$ cat src/rtl/addr_remap_if.sv
// Bundle of configuration, address-gating, response-monitor and status
// signals between the address remap controller and its surroundings.
interface addr_remap_if #(
    parameter int BASE_W = 5,
    parameter int CNT_W  = 5
);
    logic              cfg_valid;
    logic [BASE_W-1:0] cfg_base;
    logic              cfg_ready;
    logic              cfg_done;
    logic [BASE_W-1:0] map_base;
    logic              s_awvalid;
    logic              s_awready;
    logic              m_awvalid;
    logic              m_awready;
    logic              s_arvalid;
    logic              s_arready;
    logic              m_arvalid;
    logic              m_arready;
    logic              bvalid;
    logic              bready;
    logic              rvalid;
    logic              rready;
    logic              rlast;
    logic [CNT_W-1:0]  wr_outst;
    logic [CNT_W-1:0]  rd_outst;
    logic              busy;

    // Controller side
    modport slave (
        input  cfg_valid, cfg_base,
        output cfg_ready, cfg_done, map_base,
        input  s_awvalid, output s_awready,
        output m_awvalid, input  m_awready,
        input  s_arvalid, output s_arready,
        output m_arvalid, input  m_arready,
        input  bvalid, bready, rvalid, rready, rlast,
        output wr_outst, rd_outst, busy
    );

    // Environment side
    modport master (
        output cfg_valid, cfg_base,
        input  cfg_ready, cfg_done, map_base,
        output s_awvalid, input  s_awready,
        input  m_awvalid, output m_awready,
        output s_arvalid, input  s_arready,
        input  m_arvalid, output m_arready,
        output bvalid, bready, rvalid, rready, rlast,
        input  wr_outst, rd_outst, busy
    );
endinterface

$ cat src/rtl/addr_remap_ctrl.sv
// Address-window remap controller: supplies map_base to the AXI address
// mapper, drains outstanding traffic before a base change takes effect and
// caps the number of outstanding reads and writes per direction.
module addr_remap_ctrl #(
    parameter int                BASE_W     = 5,
    parameter logic [BASE_W-1:0] RESET_BASE = 5'b10000,
    parameter int                MAX_OUTST  = 16,
    parameter int                CNT_W      = 5
) (
    input  logic         aclk,
    input  logic         aresetn,
    addr_remap_if.slave  bus
);

    typedef enum logic [1:0] {
        IDLE   = 2'd0,
        DRAIN  = 2'd1,
        SWITCH = 2'd2
    } state_t;

    localparam logic [CNT_W-1:0] CNT_MAX  = CNT_W'(MAX_OUTST);
    localparam logic [CNT_W-1:0] CNT_ZERO = {CNT_W{1'b0}};
    localparam logic [CNT_W-1:0] CNT_ONE  = CNT_W'(1);

    state_t            state_r;
    state_t            state_nxt_s;
    logic              live_r;
    logic [BASE_W-1:0] pend_base_r;
    logic [BASE_W-1:0] map_base_r;
    logic              cfg_done_r;
    logic [CNT_W-1:0]  wr_cnt_r;
    logic [CNT_W-1:0]  rd_cnt_r;
    logic              aw_hold_r;
    logic              ar_hold_r;

    logic              aw_open_s;
    logic              ar_open_s;
    logic              aw_hs_s;
    logic              ar_hs_s;
    logic              b_hs_s;
    logic              r_end_s;
    logic              accept_s;
    logic              drained_s;

    // Saturating up/down step; simultaneous inc and dec cancel out.
    function automatic logic [CNT_W-1:0] next_count(
        input logic [CNT_W-1:0] cnt,
        input logic             inc,
        input logic             dec
    );
        logic [CNT_W-1:0] res;
        res = cnt;
        if (inc && !dec) begin
            if (cnt != CNT_MAX) begin
                res = cnt + CNT_ONE;
            end else begin
                res = cnt;
            end
        end else if (dec && !inc) begin
            if (cnt != CNT_ZERO) begin
                res = cnt - CNT_ONE;
            end else begin
                res = cnt;
            end
        end else begin
            res = cnt;
        end
        return res;
    endfunction

    // Channel gating: open in IDLE below the cap, or while a stalled
    // request must be kept alive until its handshake.
    always_comb begin
        aw_open_s = ((state_r == IDLE) && (wr_cnt_r < CNT_MAX)) || aw_hold_r;
        ar_open_s = ((state_r == IDLE) && (rd_cnt_r < CNT_MAX)) || ar_hold_r;
        aw_hs_s   = bus.s_awvalid & aw_open_s & bus.m_awready;
        ar_hs_s   = bus.s_arvalid & ar_open_s & bus.m_arready;
        b_hs_s    = bus.bvalid & bus.bready;
        r_end_s   = bus.rvalid & bus.rready & bus.rlast;
        drained_s = (wr_cnt_r == CNT_ZERO) && (rd_cnt_r == CNT_ZERO) &&
                    !aw_hold_r && !ar_hold_r;
    end

    assign bus.m_awvalid = bus.s_awvalid & aw_open_s;
    assign bus.s_awready = bus.m_awready & aw_open_s;
    assign bus.m_arvalid = bus.s_arvalid & ar_open_s;
    assign bus.s_arready = bus.m_arready & ar_open_s;

    assign bus.cfg_ready = (state_r == IDLE) & live_r;
    assign bus.cfg_done  = cfg_done_r;
    assign bus.map_base  = map_base_r;
    assign bus.busy      = (state_r != IDLE);
    assign bus.wr_outst  = wr_cnt_r;
    assign bus.rd_outst  = rd_cnt_r;

    // Next-state logic for the drain/switch sequence.
    always_comb begin
        state_nxt_s = state_r;
        accept_s    = 1'b0;
        case (state_r)
            IDLE: begin
                if (bus.cfg_valid && live_r) begin
                    state_nxt_s = DRAIN;
                    accept_s    = 1'b1;
                end else begin
                    state_nxt_s = IDLE;
                end
            end
            DRAIN: begin
                if (drained_s) begin
                    state_nxt_s = SWITCH;
                end else begin
                    state_nxt_s = DRAIN;
                end
            end
            SWITCH: begin
                state_nxt_s = IDLE;
            end
            default: begin
                state_nxt_s = IDLE;
            end
        endcase
    end

    // State register, pending/active base and the applied pulse; the new
    // base is loaded on entry to SWITCH so it is visible during SWITCH.
    always_ff @(posedge aclk or negedge aresetn) begin
        if (!aresetn) begin
            state_r     <= IDLE;
            live_r      <= 1'b0;
            pend_base_r <= RESET_BASE;
            map_base_r  <= RESET_BASE;
            cfg_done_r  <= 1'b0;
        end else begin
            state_r    <= state_nxt_s;
            live_r     <= 1'b1;
            cfg_done_r <= (state_nxt_s == SWITCH);
            if (accept_s) begin
                pend_base_r <= bus.cfg_base;
            end else begin
                pend_base_r <= pend_base_r;
            end
            if (state_nxt_s == SWITCH) begin
                map_base_r <= pend_base_r;
            end else begin
                map_base_r <= map_base_r;
            end
        end
    end

    // Outstanding-transaction counters.
    always_ff @(posedge aclk or negedge aresetn) begin
        if (!aresetn) begin
            wr_cnt_r <= CNT_ZERO;
            rd_cnt_r <= CNT_ZERO;
        end else begin
            wr_cnt_r <= next_count(wr_cnt_r, aw_hs_s, b_hs_s);
            rd_cnt_r <= next_count(rd_cnt_r, ar_hs_s, r_end_s);
        end
    end

    // Hold flags keep an already-presented valid asserted until accepted.
    always_ff @(posedge aclk or negedge aresetn) begin
        if (!aresetn) begin
            aw_hold_r <= 1'b0;
            ar_hold_r <= 1'b0;
        end else begin
            if (aw_hs_s) begin
                aw_hold_r <= 1'b0;
            end else if (bus.m_awvalid && !bus.m_awready) begin
                aw_hold_r <= 1'b1;
            end else begin
                aw_hold_r <= aw_hold_r;
            end
            if (ar_hs_s) begin
                ar_hold_r <= 1'b0;
            end else if (bus.m_arvalid && !bus.m_arready) begin
                ar_hold_r <= 1'b1;
            end else begin
                ar_hold_r <= ar_hold_r;
            end
        end
    end

endmodule

$ cat src/flat_wrapper.sv
// flat-port wrapper written by rule: the top's interface ports become plain ports
module addr_remap_ctrl_flat 
#(
    parameter int                BASE_W     = 5,
    parameter logic [BASE_W-1:0] RESET_BASE = 5'b10000,
    parameter int                MAX_OUTST  = 16,
    parameter int                CNT_W      = 5
)
  (aclk, aresetn, bus_cfg_valid, bus_cfg_base, bus_cfg_ready, bus_cfg_done, bus_map_base, bus_s_awvalid, bus_s_awready, bus_m_awvalid, bus_m_awready, bus_s_arvalid, bus_s_arready, bus_m_arvalid, bus_m_arready, bus_bvalid, bus_bready, bus_rvalid, bus_rready, bus_rlast, bus_wr_outst, bus_rd_outst, bus_busy);
  addr_remap_if #(.BASE_W(BASE_W), .CNT_W(CNT_W)) bus_i ();
  input  logic aclk;
  input  logic aresetn;
  input wire logic [$bits(bus_i.cfg_valid)-1:0] bus_cfg_valid;
  input wire logic [$bits(bus_i.cfg_base)-1:0] bus_cfg_base;
  output wire logic [$bits(bus_i.cfg_ready)-1:0] bus_cfg_ready;
  output wire logic [$bits(bus_i.cfg_done)-1:0] bus_cfg_done;
  output wire logic [$bits(bus_i.map_base)-1:0] bus_map_base;
  input wire logic [$bits(bus_i.s_awvalid)-1:0] bus_s_awvalid;
  output wire logic [$bits(bus_i.s_awready)-1:0] bus_s_awready;
  output wire logic [$bits(bus_i.m_awvalid)-1:0] bus_m_awvalid;
  input wire logic [$bits(bus_i.m_awready)-1:0] bus_m_awready;
  input wire logic [$bits(bus_i.s_arvalid)-1:0] bus_s_arvalid;
  output wire logic [$bits(bus_i.s_arready)-1:0] bus_s_arready;
  output wire logic [$bits(bus_i.m_arvalid)-1:0] bus_m_arvalid;
  input wire logic [$bits(bus_i.m_arready)-1:0] bus_m_arready;
  input wire logic [$bits(bus_i.bvalid)-1:0] bus_bvalid;
  input wire logic [$bits(bus_i.bready)-1:0] bus_bready;
  input wire logic [$bits(bus_i.rvalid)-1:0] bus_rvalid;
  input wire logic [$bits(bus_i.rready)-1:0] bus_rready;
  input wire logic [$bits(bus_i.rlast)-1:0] bus_rlast;
  output wire logic [$bits(bus_i.wr_outst)-1:0] bus_wr_outst;
  output wire logic [$bits(bus_i.rd_outst)-1:0] bus_rd_outst;
  output wire logic [$bits(bus_i.busy)-1:0] bus_busy;
  assign bus_i.cfg_valid = bus_cfg_valid;
  assign bus_i.cfg_base = bus_cfg_base;
  assign bus_cfg_ready = bus_i.cfg_ready;
  assign bus_cfg_done = bus_i.cfg_done;
  assign bus_map_base = bus_i.map_base;
  assign bus_i.s_awvalid = bus_s_awvalid;
  assign bus_s_awready = bus_i.s_awready;
  assign bus_m_awvalid = bus_i.m_awvalid;
  assign bus_i.m_awready = bus_m_awready;
  assign bus_i.s_arvalid = bus_s_arvalid;
  assign bus_s_arready = bus_i.s_arready;
  assign bus_m_arvalid = bus_i.m_arvalid;
  assign bus_i.m_arready = bus_m_arready;
  assign bus_i.bvalid = bus_bvalid;
  assign bus_i.bready = bus_bready;
  assign bus_i.rvalid = bus_rvalid;
  assign bus_i.rready = bus_rready;
  assign bus_i.rlast = bus_rlast;
  assign bus_wr_outst = bus_i.wr_outst;
  assign bus_rd_outst = bus_i.rd_outst;
  assign bus_busy = bus_i.busy;
  addr_remap_ctrl #(.BASE_W(BASE_W), .RESET_BASE(RESET_BASE), .MAX_OUTST(MAX_OUTST), .CNT_W(CNT_W)) u_core (.aclk(aclk), .aresetn(aresetn), .bus(bus_i));
endmodule
$ cat config.mk
export PLATFORM = sky130hd
export DESIGN_NAME = addr_remap_ctrl_flat
export DESIGN_NICKNAME = d
export VERILOG_FILES = /design/src/rtl/addr_remap_if.sv /design/src/rtl/addr_remap_ctrl.sv /design/src/flat_wrapper.sv
export SDC_FILE = /design/constraint.sdc
export NUM_CORES = 1
export LEC_CHECK = 0
export BUFFER_PORTS_ARGS = -buffer_cell sky130_fd_sc_hd__buf_2
export CORE_MARGIN = 2
export CORE_UTILIZATION = 25
export DETAILED_ROUTE_END_ITERATION = 12
export PLACE_DENSITY = 0.47
export SLEW_MARGIN = 20
export SYNTH_ARGS = -nofsm -noshare
export SYNTH_HDL_FRONTEND = slang
export SYNTH_SLANG_ARGS = --single-unit
export TNS_END_PERCENT = 20
$ cat constraint.sdc
create_clock -name aclk -period 2.5 [get_ports aclk]
set_input_delay 0 -clock aclk [delete_from_list [all_inputs] [get_ports aclk]]
set_output_delay 0 -clock aclk [all_outputs]
set_load 0.03 [all_outputs]
======== Word level (Yosys, flattened, before mapping) ========
Index checks and enable logic that the tools add are counted.
word-level totals
  bits in registers ....................... 26
  bits in latches ......................... 0
  RAM bits ................................ 0
  bits in read-only memories .............. 0
  input bits .............................. 17
  output and inout bits ................... 22
  word-level logic and storage cells ...... 84
  memories ................................ 0
cells by class
  add/subtract/negate cells ............... 4
  multipliers ............................. 0
  div/mod/pow operators ................... 0
  order comparisons ....................... 2
  equality and inequality tests ........... 6
  shifts and indexed selects .............. 0
  multiplexer cells ....................... 17
  bitwise logic cells ..................... 10
  reductions and logical operators ........ 36
operators with widths
  cell                 number
  $mux 5               8
  $reduce_bool 2->1    7
  $logic_and 1x1->1    12
  $add 5x1->5 const B  2
  $and 1x1->1          10
  $logic_not 5->1      2
  $lt 5x5->1 const B   2
  $ne 5x5->1 const B   2
  $reduce_bool 5->1    2
  $sub 5x1->5 const B  2
  $logic_not 1->1      8
  $mux 1               7
  $reduce_and 3->1     2
  $ne 2x2->1 const B   2
  $pmux 2 s2           1
  $eq 2x1->1 const B   1
  $eq 2x2->1 const B   1
  $logic_not 2->1      1
  $logic_or 1x1->1     2
  $mux 2               1

======== Longest topological paths before layout ========
  word-level depth ........................ 9
  gate-level depth with buffers ........... 9
  mapped depth without buffers ............ 9

======== Worst setup path after synthesis ========
Ideal clock, no wire load.
  path type ............................... reg2reg
  start point ............................. reg u_core.wr_cnt_r[4] (netlist: u_core.bus.wr_outst[4])
  end point ............................... reg u_core.wr_cnt_r[3] (netlist: u_core.bus.wr_outst[3])
  setup time .............................. 0.125 ns
  data arrival time ....................... 2.642 ns
  data required time ...................... 2.375 ns
  slack ................................... -0.267 ns
  cell stages (with the launch flop) ...... 10
  buffers on the path ..................... 0
  clock period less this slack ............ 2.767 ns
  path through ............................ dfrtp_1 > nor3_1 > o211a_1 > nand2_1 > ha_1 > a21o_1 > a21oi_1 > xnor2_1 > o22ai_1 > a2111oi_0
on the way
  cells in the longest elaborated chain, start to end .. 9
  elaborated cells between the ends (all ways) .. 15
  those cells by class .................... order compare: 1; eq/ne: 2; mux: 1; bitwise: 2; reduce/logical: 9
RTL lines
  element                             RTL line                source
  from (decl)                         addr_remap_ctrl.sv:31   logic [CNT_W-1:0] wr_cnt_r;
  from (signal assigned)              addr_remap_ctrl.sv:157  wr_cnt_r <= next_count(wr_cnt_r, aw_hs_s, b_hs_s);
  $lt 5x5->1                          addr_remap_ctrl.sv:74   aw_open_s = ((state_r == IDLE) && (wr_cnt_r < CNT_MAX)) || aw_hold_r;
  $logic_and 1x1->1                   addr_remap_ctrl.sv:74
  $logic_or 1x1->1                    addr_remap_ctrl.sv:74
  $and 1x1->1 (2 in series)           addr_remap_ctrl.sv:76   aw_hs_s = bus.s_awvalid & aw_open_s & bus.m_awready;
  $logic_not 1->1                     addr_remap_ctrl.sv:59   end else if (dec && !inc) begin
  $logic_and 1x1->1                   addr_remap_ctrl.sv:59
  $reduce_bool 2->1 (no source line)  --
  $reduce_and 3->1 (no source line)   --
Parallel ways exist; a longest one is shown, timed or not.
A chain may end at the register's enable or synchronous reset.

======== Worst setup path in the final report ========
  start point ............................. reg u_core.state_r[0]
  end point ............................... reg u_core.rd_cnt_r[3] (netlist: u_core.bus.rd_outst[3])
on the way
  cells in the longest elaborated chain, start to end .. 9
  elaborated cells between the ends (all ways) .. 13
  those cells by class .................... eq/ne: 1; mux: 1; bitwise: 2; reduce/logical: 9
RTL lines
  element                             RTL line                source
  from (decl)                         addr_remap_ctrl.sv:25   state_t state_r;
  from (signal assigned)              addr_remap_ctrl.sv:135  state_r <= state_nxt_s;
  $logic_not 2->1 (*)                 addr_remap_ctrl.sv:75   ar_open_s = ((state_r == IDLE) && (rd_cnt_r < CNT_MAX)) || ar_hold_r;
  $logic_and 1x1->1 (*)               addr_remap_ctrl.sv:75
  $logic_or 1x1->1 (*)                addr_remap_ctrl.sv:75
  $and 1x1->1 (*) (2 in series)       addr_remap_ctrl.sv:77   ar_hs_s = bus.s_arvalid & ar_open_s & bus.m_arready;
  $logic_not 1->1                     addr_remap_ctrl.sv:59
  $logic_and 1x1->1                   addr_remap_ctrl.sv:59
  $reduce_bool 2->1 (no source line)  --
  $reduce_and 3->1 (no source line)   --
  to (signal assigned)                addr_remap_ctrl.sv:158  rd_cnt_r <= next_count(rd_cnt_r, ar_hs_s, r_end_s);
  to (decl)                           addr_remap_ctrl.sv:32   logic [CNT_W-1:0] rd_cnt_r;
Mark *: on every way between the ends. The rest lies on a longest branch, timed or not.

==> results.py <==
metrics = {
    "final_layout": {
        "diodes": 0,
        "fillers": 599,
        "final_util": 0.361,
        "final_common_cell": "buf_2",
        "fin_cells": 284,
        "drive_gt1_frac": 0.421,
        "multi_input_area_um2": 908,
        "seqCellArea_um2": 658,
        "final_cell_area_mm2": 0.00213,
        "layout.cells.most_common_list": "buf_2 (38), dfrtp_1 (20), nor2_1 (13), buf_4 (13), dlygate4sd3_1 (10)",
        "nets": 235,
        "areaGrowthSynthToFinish_pct": 40.1,
    },
    "setup_path": {
        "arrival_ps": 2490,
        "reg2reg_from": "u_core.state_r[0]",
        "reg2reg_to": "u_core.bus.rd_outst[3]",
        "r2r_slack_ps": 170,
        "critPathCaptureType": "register",
        "r2r_cells": 9,
        "worst-path-max-fanout": 6,
        "cp-start-kind": "register",
        "critical_path_required_ps": 2660,
        "crit_type": "register to register",
    },
    "status": {
        "outcome": "complete, no violations",
    },
    "placement": {
        "gp_congestion": 0.807,
        "numPlacedInstances": 270,
        "dpl.hpwl_um": 2640,
        "dp_slack_ps": 11.9,
        "numPortBuffers": 38,
        "post_dp_cell_area_mm2": 0.00193,
    },
    "job": {
        "maxCapViolations": 0,
    },
    "timing": {
        "slew_headroom": 0.584,
        "fin_skew_ps": 3.61,
        "min_period_ps": 2330,
        "finalCritPeriodShare": 0.933,
        "max_freq_mhz": 429,
        "tightest_slew_ps": 625,
        "finalSetupViolations": 0,
        "finalMaxSlewViolations": 0,
        "worst_slack_ps": 169,
        "grt_setup_unrepaired": "yes",
        "timing.final.hold_violations": 0,
    },
    "global_routing": {
        "met2_usage": 0.180,
        "grtUsageMet1": 0.151,
        "grt_pass1_wl_um": 5740,
        "antenna_found_initial": 0,
        "globalRouteTotalUtil": 0.111,
        "grt_busiest_layer": "met2",
        "grt_max_degree": 27,
        "overflow": 0,
        "gr-usage-met3": 0.0264,
        "grt_pass1_vias": 1183,
    },
    "clock_network": {
        "cts_buffer_depth": 2,
        "htreeDepth": 1,
        "cts_tree": "built",
        "cts_sinks": 26,
        "post-cts-setup-buffers": 0,
        "cts_root_buf": "clkbuf_8",
        "cts_inserted_buffers": 3,
        "clkTransAtPathRegs_ps": 100,
        "clock_latency_ps": 270,
    },
    "yosys": {
        "synth_top_area_cell": "dfrtp_1",
        "syn_inst": 145,
        "ys_ff_latch": 26,
        "seq_area_frac_synth": 0.429,
        "synth_flop_cell": "dfrtp_1",
        "synth_edf_count": 0,
        "syn_area_per_cell_um2": 10.5,
        "synth_top_area_share": 0.394,
        "yosysWarnings": 0,
        "synth_top_cells_by_area": "dfrtp_1 (39%), mux2_2 (6.7%), xnor2_1 (5.7%)",
        "ys_types": 37,
        "post_synth_instance_area_mm2": 0.00152,
        "synth_nets": 170,
        "async_flop_share": 1.00,
    },
    "floorplanning": {
        "start_util": 0.257,
        "rows": 28,
        "pin_count": 39,
        "core_area_mm2": 0.00592,
        "die_area_mm2": 0.00674,
        "die_height_um": 82.1,
        "die_x_um": 82.1,
    },
    "detailed_routing": {
        "wl_per_cell_um": 12.4,
        "dr.pass1.iters": 4,
        "avgViaCountPerCell": 4.59,
        "wirelength_um": 3510,
        "route.detailed.drc": 0,
        "vias": 1304,
        "drtAntennaViolNets": 0,
        "drt_iter0_markers": 40,
    },
    "power": {
        "finalPower_mw": 2.35,
        "p_per_area_mw_per_mm2": 1100,
        "power.leakage_nw": 0.956,
        "ir_drop_mv": 0.338,
    },
    "hold_path": {
        "hold-path-cell-count": 4,
        "min_from": "bus_bready",
        "hp-class": "input port to register",
        "hold_path_end": "u_core.bus.wr_outst[4]",
    },
}
kinds of logic after synthesis:
kind of cell,Yosys count,share of synthesized area
other,1,0.00246
XOR/XNOR,10,0.0575
AO/OA/AOI/OAI,39,0.174
flip-flops,26,0.429
adder cells (fa/ha/maj),8,0.0755
multiplexers,10,0.0739
AND/OR/NAND/NOR,46,0.176
buffers and inverters,5,0.0123
repair_timing:
action | CTS | global route
pin swaps | 0 | 3
endpoints found under the hold margin | 31 | 0
resized for setup | 1 | 8
hold buffers | 10 | 0
endpoints found under the setup margin | 1 | 4
worst max-delay path by stage:
stage,from,endpoint,slack (ps),depth (start not counted)
floorplan,u_core.bus.rd_outst[4],u_core.bus.rd_outst[3],-30,9
global placement,u_core.state_r[0],u_core.bus.rd_outst[3],-10,9
detailed placement,u_core.state_r[1],u_core.bus.wr_outst[3],10,9
CTS,u_core.state_r[0],u_core.bus.rd_outst[3],7,9
global route,u_core.state_r[0],u_core.bus.rd_outst[3],20,9
finish,u_core.state_r[0],u_core.bus.rd_outst[3],170,9
worst max-delay path: stages, from the launching register on:
cell and delay, ps:
dfrtp_2 480, nor3_4 190, o211a_1 210, nand2_2 90, ha_1 290, a21o_1 180
a21oi_2 180, xnor2_2 150, o22ai_1 100, a2111oi_0 350
synth_stat cells (2+ instances only):
cell type	instances
nor2_1	13
a211oi_1	3
nor3_1	6
xnor2_1	10
o41ai_1	2
inv_1	4
or4_4	2
nand3_1	4
dfstp_2	2
nand2_1	8
a21o_1	4
a21oi_1	12
nor2b_1	4
dfrtp_1	24
o211a_1	2
fa_1	2
o22a_1	2
o21ai_0	4
ha_1	6
o311ai_0	2
o211ai_1	2
a2111oi_0	2
nor2_4	2
mux2_2	9
o22ai_1	2
registers in the layout, summed over array words and instances, names as in the netlist:
name,count
u_core.bus.rd_outst,5
u_core.bus.map_base,5
u_core.aw_hold_r,1
u_core.bus.cfg_done,1
u_core.ar_hold_r,1
u_core.bus.wr_outst,5
u_core.pend_base_r,5
u_core.live_r,1
u_core.state_r,2
routing by layer:
layer,part of all wire,vias up,wire length [µm]
met1,0.51,608,1790
met3,0.042,2,147
li1,-,664,-
met4,0.0068,0,24
met5,0,-,0
met2,0.44,30,1550
where the power goes:
group / leakage (nW) / internal [mW] / switching [mW]
Combinational: 0.608 / 0.561 / 0.722
Clock: 0.0357 / 0.214 / 0.145
Sequential: 0.312 / 0.576 / 0.130
Total: 0.956 / 1.35 / 0.996
area by class of cell:
| cell class | instances | area share |
|---|---|---|
| Multi-Input combinational cell | 114 | 0.426 |
| Sequential cell | 26 | 0.308 |
| Timing Repair Buffer | 61 | 0.182 |
| Tap cell | 75 | 0.0440 |
| Clock buffer | 3 | 0.0193 |
| Clock inverter | 1 | 0.0141 |
| Inverter | 4 | 0.00703 |
stage by stage:
| stage | hold WS (ps) | TNS, ps |
|---|---|---|
| floorplan | -296 | -25.6 |
| global placement | 61.0 | -12.4 |
| detailed placement | 71.2 | 0 |
| CTS | 117 | 0 |
| global route | 162 | 0 |
| finish | 133 | 0 |
No activity file was read; power rests on OpenSTA's default activity.
